**src/rtl/ccff_pkg.sv**
```systemverilog
// Shared definitions for the configuration-chain loader: FSM encodings and
// the helper that sizes the final (possibly partial) word of a pass.
package ccff_pkg;

    typedef logic [1:0] state_t;

    localparam state_t ST_IDLE   = 2'd0;
    localparam state_t ST_LOAD   = 2'd1;
    localparam state_t ST_VERIFY = 2'd2;
    localparam state_t ST_FIN    = 2'd3;

    // Number of bits of the last host word that land in the chain; a chain
    // length that is a whole number of words uses the full final word.
    function automatic int last_word_bits(input int chain_len, input int data_w);
        int rem;
        rem = chain_len % data_w;
        return (rem == 0) ? data_w : rem;
    endfunction

endpackage

```
**src/rtl/ccff_word_serializer.sv**
```systemverilog
// Single-word buffer that turns host words into an MSB-first bit stream.
// A new word is requested as the previous one drains so a continuous host
// stream produces one bit per cycle without bubbles.
module ccff_word_serializer
    import ccff_pkg::*;
#(
    parameter int DATA_W    = 32,
    parameter int LAST_BITS = DATA_W
) (
    input  logic              prog_clk,
    input  logic              prog_reset,
    input  logic              clear,
    input  logic              accept_en,
    input  logic              final_word,
    input  logic              shift,
    input  logic              cfg_valid,
    output logic              cfg_ready,
    input  logic [DATA_W-1:0] cfg_data,
    output logic              msb,
    output logic              has_bits
);

    localparam int REM_W = $clog2(DATA_W + 1);

    logic [DATA_W-1:0] buf_q, buf_d;
    logic [REM_W-1:0]  rem_q, rem_d;

    // Ready generation, MSB-first shift and reload of the word buffer.
    always_comb begin
        // NOTE: every signal gets a default first so no path leaves it unassigned (no latch).
        buf_d     = buf_q;
        rem_d     = rem_q;
        cfg_ready = accept_en && ((rem_q == '0) || ((rem_q == REM_W'(1)) && shift));

        if (shift) begin
            buf_d = buf_q << 1;
            rem_d = rem_q - REM_W'(1);
        end
        if (cfg_valid && cfg_ready) begin
            buf_d = cfg_data;
            rem_d = final_word ? REM_W'(LAST_BITS) : REM_W'(DATA_W);
        end
        if (clear) begin
            buf_d = '0;
            rem_d = '0;
        end
    end

    // Buffer state registers.
    always_ff @(posedge prog_clk or posedge prog_reset) begin
        if (prog_reset) begin
            // NOTE: the data word is reset too, so the bit presented on ccff_head is never X.
            buf_q <= '0;
            rem_q <= '0;
        end else begin
            buf_q <= buf_d;
            rem_q <= rem_d;
        end
    end

    assign msb      = buf_q[DATA_W-1];
    assign has_bits = (rem_q != '0);

endmodule

```
**src/rtl/ccff_bitstream_loader.sv**
```systemverilog
// Writer and checker for a ccff configuration chain: streams host words into
// ccff_head with a registered shift enable, and on an optional second pass
// compares ccff_tail against the resent bitstream, counting mismatches.
module ccff_bitstream_loader
    import ccff_pkg::*;
#(
    parameter int DATA_W    = 32,
    parameter int CHAIN_LEN = 4096,
    parameter int CNT_W     = $clog2(CHAIN_LEN + 1),
    parameter int ERR_W     = 16
) (
    input  logic              prog_clk,
    input  logic              prog_reset,
    input  logic              start,
    input  logic              verify_en,
    input  logic              abort,
    input  logic              cfg_valid,
    output logic              cfg_ready,
    input  logic [DATA_W-1:0] cfg_data,
    output logic              ccff_head,
    output logic              ccff_en,
    input  logic              ccff_tail,
    output logic              busy,
    output logic              done,
    output logic              verify_pass,
    output logic [ERR_W-1:0]  err_cnt
);

    localparam int               LAST_BITS = last_word_bits(CHAIN_LEN, DATA_W);
    localparam logic [CNT_W-1:0] CHAIN_END = CNT_W'(CHAIN_LEN);

    state_t           state_q, state_d;
    logic             verify_q, verify_d;
    logic [CNT_W-1:0] bit_cnt_q, bit_cnt_d;
    logic [ERR_W-1:0] err_cnt_q, err_cnt_d;
    logic             ccff_head_q, ccff_head_d;
    logic             ccff_en_q, ccff_en_d;

    logic             active, shift, accept_en, final_word, buf_clear;
    logic             buf_msb, buf_has_bits;
    logic [CNT_W-1:0] bits_after;

    // Decide whether a bit shifts this cycle and whether the buffer may take a word.
    always_comb begin
        active     = (state_q == ST_LOAD) || (state_q == ST_VERIFY);
        shift      = active && !abort && buf_has_bits && (bit_cnt_q < CHAIN_END);
        bits_after = bit_cnt_q + CNT_W'(shift);
        accept_en  = active && !abort && (bits_after < CHAIN_END);
        final_word = int'(CHAIN_END - bits_after) <= DATA_W;
        buf_clear  = abort || !active || (bit_cnt_q == CHAIN_END);
    end

    ccff_word_serializer #(
        .DATA_W    (DATA_W),
        .LAST_BITS (LAST_BITS)
    ) u_serializer (
        .prog_clk   (prog_clk),
        .prog_reset (prog_reset),
        .clear      (buf_clear),
        .accept_en  (accept_en),
        .final_word (final_word),
        .shift      (shift),
        .cfg_valid  (cfg_valid),
        .cfg_ready  (cfg_ready),
        .cfg_data   (cfg_data),
        .msb        (buf_msb),
        .has_bits   (buf_has_bits)
    );

    // Pass sequencing, bit counting, chain drive and tail comparison.
    always_comb begin
        state_d     = state_q;
        verify_d    = verify_q;
        bit_cnt_d   = bit_cnt_q;
        err_cnt_d   = err_cnt_q;
        ccff_head_d = ccff_head_q;
        ccff_en_d   = 1'b0;

        if (shift) begin
            ccff_en_d   = 1'b1;
            ccff_head_d = buf_msb;
            bit_cnt_d   = bit_cnt_q + CNT_W'(1);
        end

        // The chain shifts on this edge whenever ccff_en is high; the tail
        // still shows the bit written at the same position in the first pass.
        if ((state_q == ST_VERIFY) && ccff_en_q && (ccff_tail != ccff_head_q)
            && (err_cnt_q != {ERR_W{1'b1}})) begin
            err_cnt_d = err_cnt_q + ERR_W'(1);
        end

        case (state_q)
            ST_IDLE: begin
                if (start) begin
                    state_d   = ST_LOAD;
                    verify_d  = verify_en;
                    err_cnt_d = '0;
                    bit_cnt_d = '0;
                end
            end
            ST_LOAD: begin
                if (bit_cnt_q == CHAIN_END) begin
                    bit_cnt_d = '0;
                    state_d   = verify_q ? ST_VERIFY : ST_FIN;
                end
            end
            ST_VERIFY: begin
                if (bit_cnt_q == CHAIN_END) begin
                    bit_cnt_d = '0;
                    state_d   = ST_FIN;
                end
            end
            default: state_d = ST_IDLE;
        endcase

        if (abort) begin
            state_d   = ST_IDLE;
            ccff_en_d = 1'b0;
            bit_cnt_d = '0;
        end
    end

    // Controller state registers.
    always_ff @(posedge prog_clk or posedge prog_reset) begin
        if (prog_reset) begin
            state_q     <= ST_IDLE;
            verify_q    <= 1'b0;
            bit_cnt_q   <= '0;
            err_cnt_q   <= '0;
            ccff_head_q <= 1'b0;
            ccff_en_q   <= 1'b0;
        end else begin
            // NOTE: non-blocking updates so every flop samples the pre-edge values.
            state_q     <= state_d;
            verify_q    <= verify_d;
            bit_cnt_q   <= bit_cnt_d;
            err_cnt_q   <= err_cnt_d;
            ccff_head_q <= ccff_head_d;
            ccff_en_q   <= ccff_en_d;
        end
    end

    assign ccff_head   = ccff_head_q;
    assign ccff_en     = ccff_en_q;
    assign busy        = (state_q != ST_IDLE);
    assign done        = (state_q == ST_FIN);
    assign verify_pass = (state_q == ST_FIN) && ((err_cnt_q == '0) || !verify_q);
    assign err_cnt     = err_cnt_q;

endmodule

```
**config.mk**
```make
export PLATFORM = sky130hd
export DESIGN_NAME = ccff_bitstream_loader
export DESIGN_NICKNAME = d
export VERILOG_FILES = /design/src/rtl/ccff_pkg.sv /design/src/rtl/ccff_word_serializer.sv /design/src/rtl/ccff_bitstream_loader.sv
export SDC_FILE = /design/constraint.sdc
export NUM_CORES = 1
export LEC_CHECK = 0
export CAP_MARGIN = 20
export CORE_AREA = 3 3 101 103
export DETAILED_ROUTE_END_ITERATION = 6
export DIE_AREA = 0 0 104 106
export GPL_ROUTABILITY_DRIVEN = 0
export PLACE_DENSITY = 0.88
export SLEW_MARGIN = 20
export SYNTH_ARGS = -nofsm -noshare
export SYNTH_HDL_FRONTEND = slang
export SYNTH_SLANG_ARGS = --single-unit
```
**constraint.sdc**
```tcl
create_clock -name prog_clk -period 3 [get_ports prog_clk]
set_input_delay 0.6 -clock prog_clk [delete_from_list [all_inputs] [get_ports prog_clk]]
set_output_delay 0.6 -clock prog_clk [all_outputs]
set_load 0.01 [all_outputs]
```
**After elaboration in Yosys (flattened, before gate mapping)**

Cells that the tools add are included.

- Add/sub/neg operators: 4
- $lt $le $gt $ge: 2
- Equality and inequality tests: 10
- Muxes and demuxes: 22
- Reductions and logical operators: 28

Operators by type and width:

| operator | number |
|---|---|
| 2-to-1 mux 32 bit | 3 |
| 2-to-1 mux 13 bit | 4 |
| 2-to-1 mux 16 bit | 3 |
| < comparator 13 bit (second input constant) | 2 |
| case mux 13 bit (2 select lines) | 1 |
| 2-to-1 mux 6 bit | 3 |
| adder 16 x 1 -> 16 bit (second input constant) | 1 |
| zero test 16 bit | 1 |
| inequality test 16 bit (second input constant) | 1 |
| adder 13 x 1 -> 13 bit | 1 |
| adder 13 x 1 -> 13 bit (second input constant) | 1 |
| == test 13 bit (second input constant) | 1 |
| logical AND 1 bit | 11 |
| 2-to-1 mux 2 bit | 4 |
| == test 6 x 1 -> 1 bit (second input constant) | 1 |
| zero test 6 bit | 1 |
| inequality test 3 bit (second input constant) | 2 |
| case mux 2 bit (3 select lines) | 1 |
| nonzero test 6 bit | 1 |
| subtractor 6 x 1 -> 6 bit (second input constant) | 1 |
| logical OR 1 bit | 5 |
| == test 2 bit (second input constant) | 2 |
| zero test 1 bit | 3 |
| 2-to-1 mux 1 bit | 3 |
| 9 further kinds | 9 |

- Bits in registers: 72
- Bits of input ports: 39
- Output and inout bits: 22
- Word-level logic and storage cells: 74

**Depth between registers and ports, before layout**

- Word-level depth: 12
- Mapped depth: 13
- Gate-level depth less buffers: 10

**Modules after synthesis**

From an unflattened synthesis, not the netlist that was laid out.

- Cell total of the unflattened synthesis: 422
- Area total of the unflattened synthesis: 4371.7 um2

Modules (own cells, without submodules):

| module | times used | cells each | area each (um2) | seq. area each (um2) |
|---|---|---|---|---|
| ccff_word_serializer | 1 | 190 | 2227.1 | 950.9 |
| ccff_bitstream_loader | 1 | 232 | 2144.6 | 850.8 |

**Worst setup path after synthesis**

OpenSTA, ideal clock, no wires.

- Kind: reg2out
- Start point: reg state_q[0]
- End point: out cfg_ready
- Data arrival time: 2.708 ns
- Required time: 2.400 ns
- Setup slack: -0.308 ns
- Cell stages (with the launch flop): 12
- Buffers on the path: 1
- Cells stage by stage: dfrtp_1 inv_1 ha_1 nor3b_2 o21ai_1 buf_2 inv_2 ha_1 nand4_1 nor4_4 mux2_2 nor3_1

- Longest elaborated chain between the ends: 9
- Elaborated cells on any way between the ends: 12
- Those cells by class: add/sub: 1; order compare: 1; eq/ne: 2; reduce/logical: 8

RTL lines:

| element | RTL line | source |
|---|---|---|
| start: declaration | ccff_bitstream_loader.sv:32 | `state_t state_q, state_d;` |
| start signal: assignment | ccff_bitstream_loader.sv:134 | `state_q <= state_d;` |
| == test 2 x 1 -> 1 bit or == test 2 bit (tied branches) | ccff_bitstream_loader.sv:45 | `active = (state_q == ST_LOAD) \|\| (state_q == ST_VERIFY);` |
| logical OR 1 bit * | ccff_bitstream_loader.sv:45 |  |
| logical AND 1 bit * | ccff_bitstream_loader.sv:46, ccff_bitstream_loader.sv:48 |  |
| logical AND 1 bit (2 in series) | ccff_bitstream_loader.sv:46 | `shift = active && !abort && buf_has_bits && (bit_cnt_q < CHAIN_END);` |
| adder 13 x 1 -> 13 bit | ccff_bitstream_loader.sv:47 | `bits_after = bit_cnt_q + CNT_W'(shift);` |
| < comparator 13 bit | ccff_bitstream_loader.sv:48 | `accept_en = active && !abort && (bits_after < CHAIN_END);` |
| logical AND 1 bit | ccff_bitstream_loader.sv:48 |  |
| logical AND 1 bit * | ccff_word_serializer.sv:33 | `cfg_ready = accept_en && ((rem_q == '0) \|\| ((rem_q == REM_W'(1)) && shift));` |
| end: declaration | ccff_bitstream_loader.sv:18 | `output logic cfg_ready,` |

Every way passes the cells marked *; elsewhere a longest branch is shown, timed or not.

**Worst setup path after layout**

Ends and elaborated chain as after synthesis.

==> out/results.txt <==
The site row count came out at 35. Number of input and output port buffers inserted: 60. Setup repair after global routing could not meet its margin everywhere. The cell at the root of the clock tree was sky130_fd_sc_hd__clkbuf_8. The flow ran to the end, but the final reports show violations. The average instance in the mapped netlist occupies 8.59 sq um.

Register bit count reported by yosys: 72. 0 antenna diodes ended up in the layout. The run gives 0 as the number of warnings printed during yosys synthesis. The critical setup path kind is flip-flop to output port. Smallest setup slack after layout: -0.169 ns. The count of nets left with antenna violations once routing finished came out at 0. In this run the cell area measured after placement is 5720 sq um.

The tools report the number of nets in the layout as 675. The checks that failed: negative setup slack. Clock skew on the completed layout was measured at 0.0140 ns. After the first detailed-routing iteration, the DRC count stood at 372.

The library cell occupying the most area in the post-synthesis netlist was sky130_fd_sc_hd__dfrtp_1. By count the netlist is led by sky130_fd_sc_hd__dfrtp_1, sky130_fd_sc_hd__nand2_1, sky130_fd_sc_hd__inv_1, sky130_fd_sc_hd__a211oi_1, sky130_fd_sc_hd__mux2i_1. The final HPWL from detailed placement is 8.41 mm. The final period demand of the worst path is 3.17 ns, and the distinct cell type count of the synthesized netlist is 57.

Based on the critical path, the design can be clocked at up to 316 MHz. The H-tree generated during clock tree synthesis spans 3 levels. The area of the core region was 9280 sq um. The count of final setup violators came out at 1. The total count of max-transition violations in the final report is 0, and the portion of total power attributed to the clock network is 0.285. Summed over all failing endpoints, the final setup total negative slack is -0.169 ns.

The starting utilization of the core area was 0.512; the number of global-route vias before repair was 4461. The clock latency on the worst-skew pair is 0.36 ns, and the clock input transition at the sequential cells of the worst setup and hold paths is 0.08 ns. Summed over all nets, the switching power comes to 1.08 mW. The die covers 11000 sq um. The async set-or-reset flop fraction in the synthesized netlist is 1.00, and the initial antenna violation count is 0. Internal power comes to 2.02 mW. The switching power share of the total was 0.349.

The die is 106 um tall. For the number of nets in the synthesized netlist, the log shows 604. The final layout contains routed wiring with a total length of 12.5 mm. In the routed design, unresolved DRC markers number 0. The run gives 4750 sq um as the area of the mapped netlist. The cell area after layout came out at 5960 sq um. The first global-routing pass estimated 21.2 mm of wire. For this run, the leading register cell type out of synthesis is sky130_fd_sc_hd__dfrtp_1. The total count of hold-check failures in the final report is 0. Compared with the post-synthesis result, the final layout area differs by 25.4%.

For this design, the sink count on the clock tree is 72. STA puts the critical path data arrival time at 2.57 ns. The share of post-route cells with drive strength above 1 is 0.126. Kind of end point of the critical path: an output port. The finished layout holds 758 standard cells, fillers aside. The first detailed-routing pass ran for 5 iterations.

The overall overflow remaining after global route is 0. For this block, the via count after detailed routing is 4585. Summed over all cells, the static leakage comes to 2.41 nW. Measured along the x axis, the die boundary spans 104 um. The run gives 2.40 ns as the worst path required time. Entering global routing, the biggest net connects 70 pins. The tools report the sort of element at the start of the critical path as a flip-flop. The overall routing resource usage was 0.230. At the pin with the least slew margin, the transition time is 0.765 ns.

Once placement completed, the tool counted placed cells totaling 740. After technology mapping, the gate count stands at 553. Buffers inserted during clock tree synthesis total 9. TritonCTS built the clock tree. Across the run, the number of max-cap violations was 0.

The total power per unit cell area was 521 nW/um^2; the worst IR drop on VDD was 0.318 mV. The maximum root-to-sink buffer count was 2. Yosys instantiated no cell more often than sky130_fd_sc_hd__dfrtp_1. The tools report the share of total power in sequential cells as 0.345. The highest net fanout along the worst path was 2. The average detailed-routed wire length per instance came out at 16.5 um.

The synthesized design contains 0 enable-type register cells. The tools report the sequential-to-total area share from yosys stat as 0.379. Using the TritonRoute via totals, the vias-per-cell ratio works out to 6.05. The worst relative slew slack was 0.483. The fraction of power consumed by combinational cells was 0.370; the area share of the leading cell type in the synthesized netlist was 0.379. The final clock period utilization by the worst path was 1.06.

The class of the tightest hold or removal check is flip-flop to flip-flop. By area the synthesized netlist is led by sky130_fd_sc_hd__dfrtp_1, sky130_fd_sc_hd__mux2i_1, sky130_fd_sc_hd__a211oi_1. The run gives 61 as the number of top-level pins.
cell families (layout without fill, tap and decap cells):
family / count (synthesis) / after routing / share of synthesized area
compound gates: 157 / 157 / 0.214
xor+xnor: 9 / 9 / 0.0166
fa+ha+maj: 12 / 12 / 0.0316
buf+inv: 98 / 174 / 0.0845
flops: 72 / 72 / 0.379
mux: 38 / 38 / 0.0827
simple gates: 167 / 167 / 0.192
layout by cell type, fill, tap and decap left out, types with 13 or more instances in the layout:
cell type / synthesis / final
sky130_fd_sc_hd__nand3_1: 13 / 13
sky130_fd_sc_hd__mux2i_1: 33 / 33
sky130_fd_sc_hd__dfrtp_1: 72 / 72
sky130_fd_sc_hd__o22ai_1: 30 / 30
sky130_fd_sc_hd__buf_4: 0 / 33
sky130_fd_sc_hd__o21ai_0: 32 / 32
sky130_fd_sc_hd__a211oi_1: 34 / 34
sky130_fd_sc_hd__nand2_1: 68 / 68
sky130_fd_sc_hd__nor3_1: 15 / 14
sky130_fd_sc_hd__a21oi_1: 21 / 21
sky130_fd_sc_hd__inv_1: 60 / 57
sky130_fd_sc_hd__clkdlybuf4s50_1: 0 / 58
routing by layer:
metal  up-vias  GRT usage  part of all wire
li1       2166          -                 -
met4         0     0.0731             0.018
met3        22     0.0443             0.059
met5         -          0                 0
met2       188      0.402              0.50
met1      2209      0.289              0.42
metrics by stage:
| step | hold slack (ns) | power, mW | util | setup WS [ns] |
|---|---|---|---|---|
| floorplan | 0.525 | 1.82 | - | -0.100 |
| global placement | 0.549 | 2.17 | 0.616 | -0.673 |
| detailed placement | 0.561 | 2.21 | 0.616 | -0.744 |
| CTS | 0.575 | 3.10 | 0.642 | -0.177 |
| global route | 0.619 | 3.27 | 0.642 | -0.288 |
| finish | 0.573 | 3.10 | 0.642 | -0.169 |
power groups by stage:
stage               Combinational [mW]  Clock (mW)  Sequential [mW]
global route                      1.25       0.942             1.08
CTS                               1.14       0.894             1.07
detailed placement                1.12           0             1.09
global placement                  1.09           0             1.08
floorplan                        0.739           0             1.08
finish                            1.15       0.884             1.07
final timing paths:
kind / startpoint / endpoint / slack [ns] / cells after the start
worst max-delay path: state_q[0]$_DFFE_PP0P_ / cfg_ready / -0.17 / 11
worst min-delay path: verify_q$_DFFE_PP0P_ / verify_q$_DFFE_PP0P_ / 0.57 / 2
worst max register to register: state_q[0]$_DFFE_PP0P_ / u_serializer.buf_q[15]$_DFFE_PP0P_ / 0.27 / 13
worst min register to register: verify_q$_DFFE_PP0P_ / verify_q$_DFFE_PP0P_ / 0.57 / 2
max in group asynchronous: prog_reset / u_serializer.buf_q[27]$_DFFE_PP0P_ / 1.70 / 3
min in group asynchronous: prog_reset / u_serializer.buf_q[14]$_DFFE_PP0P_ / 0.66 / 2
timing repair:
action,in CTS,in global routing
pin swaps,2,0
hold buffers,0,0
cloned,0,0
resized for setup,8,0
hold endpoints to repair,0,0
setup buffers,2,0
endpoints found under the setup margin,1,1
critical path, cell delays in order, from the launching register on:
cell	delay, ns
sky130_fd_sc_hd__dfrtp_1	0.37
sky130_fd_sc_hd__inv_2	0.06
sky130_fd_sc_hd__ha_4	0.26
sky130_fd_sc_hd__nor3b_4	0.20
sky130_fd_sc_hd__o21ai_2	0.11
sky130_fd_sc_hd__inv_4	0.06
sky130_fd_sc_hd__ha_1	0.14
sky130_fd_sc_hd__nand4_1	0.16
sky130_fd_sc_hd__nor4_4	0.24
sky130_fd_sc_hd__mux2_4	0.34
sky130_fd_sc_hd__nor3_4	0.12
sky130_fd_sc_hd__buf_2	0.15
flip-flops by register name, indices dropped and copies added (netlist names):
name                count
u_serializer.buf_q     32
err_cnt                16
bit_cnt_q              13
u_serializer.rem_q      6
state_q                 2
ccff_en                 1
ccff_head               1
verify_q                1
area by class of cell:
class / instances / area, sq um
fill: 765 / 3320
multi-input combinational: 383 / 2610
sequential: 72 / 1800
timing repair buffer: 97 / 922
inverter: 61 / 231
tap: 129 / 161
clock buffer: 11 / 151
clock inverter: 5 / 78.8
Note: power is estimated with default switching activity, not from simulation.
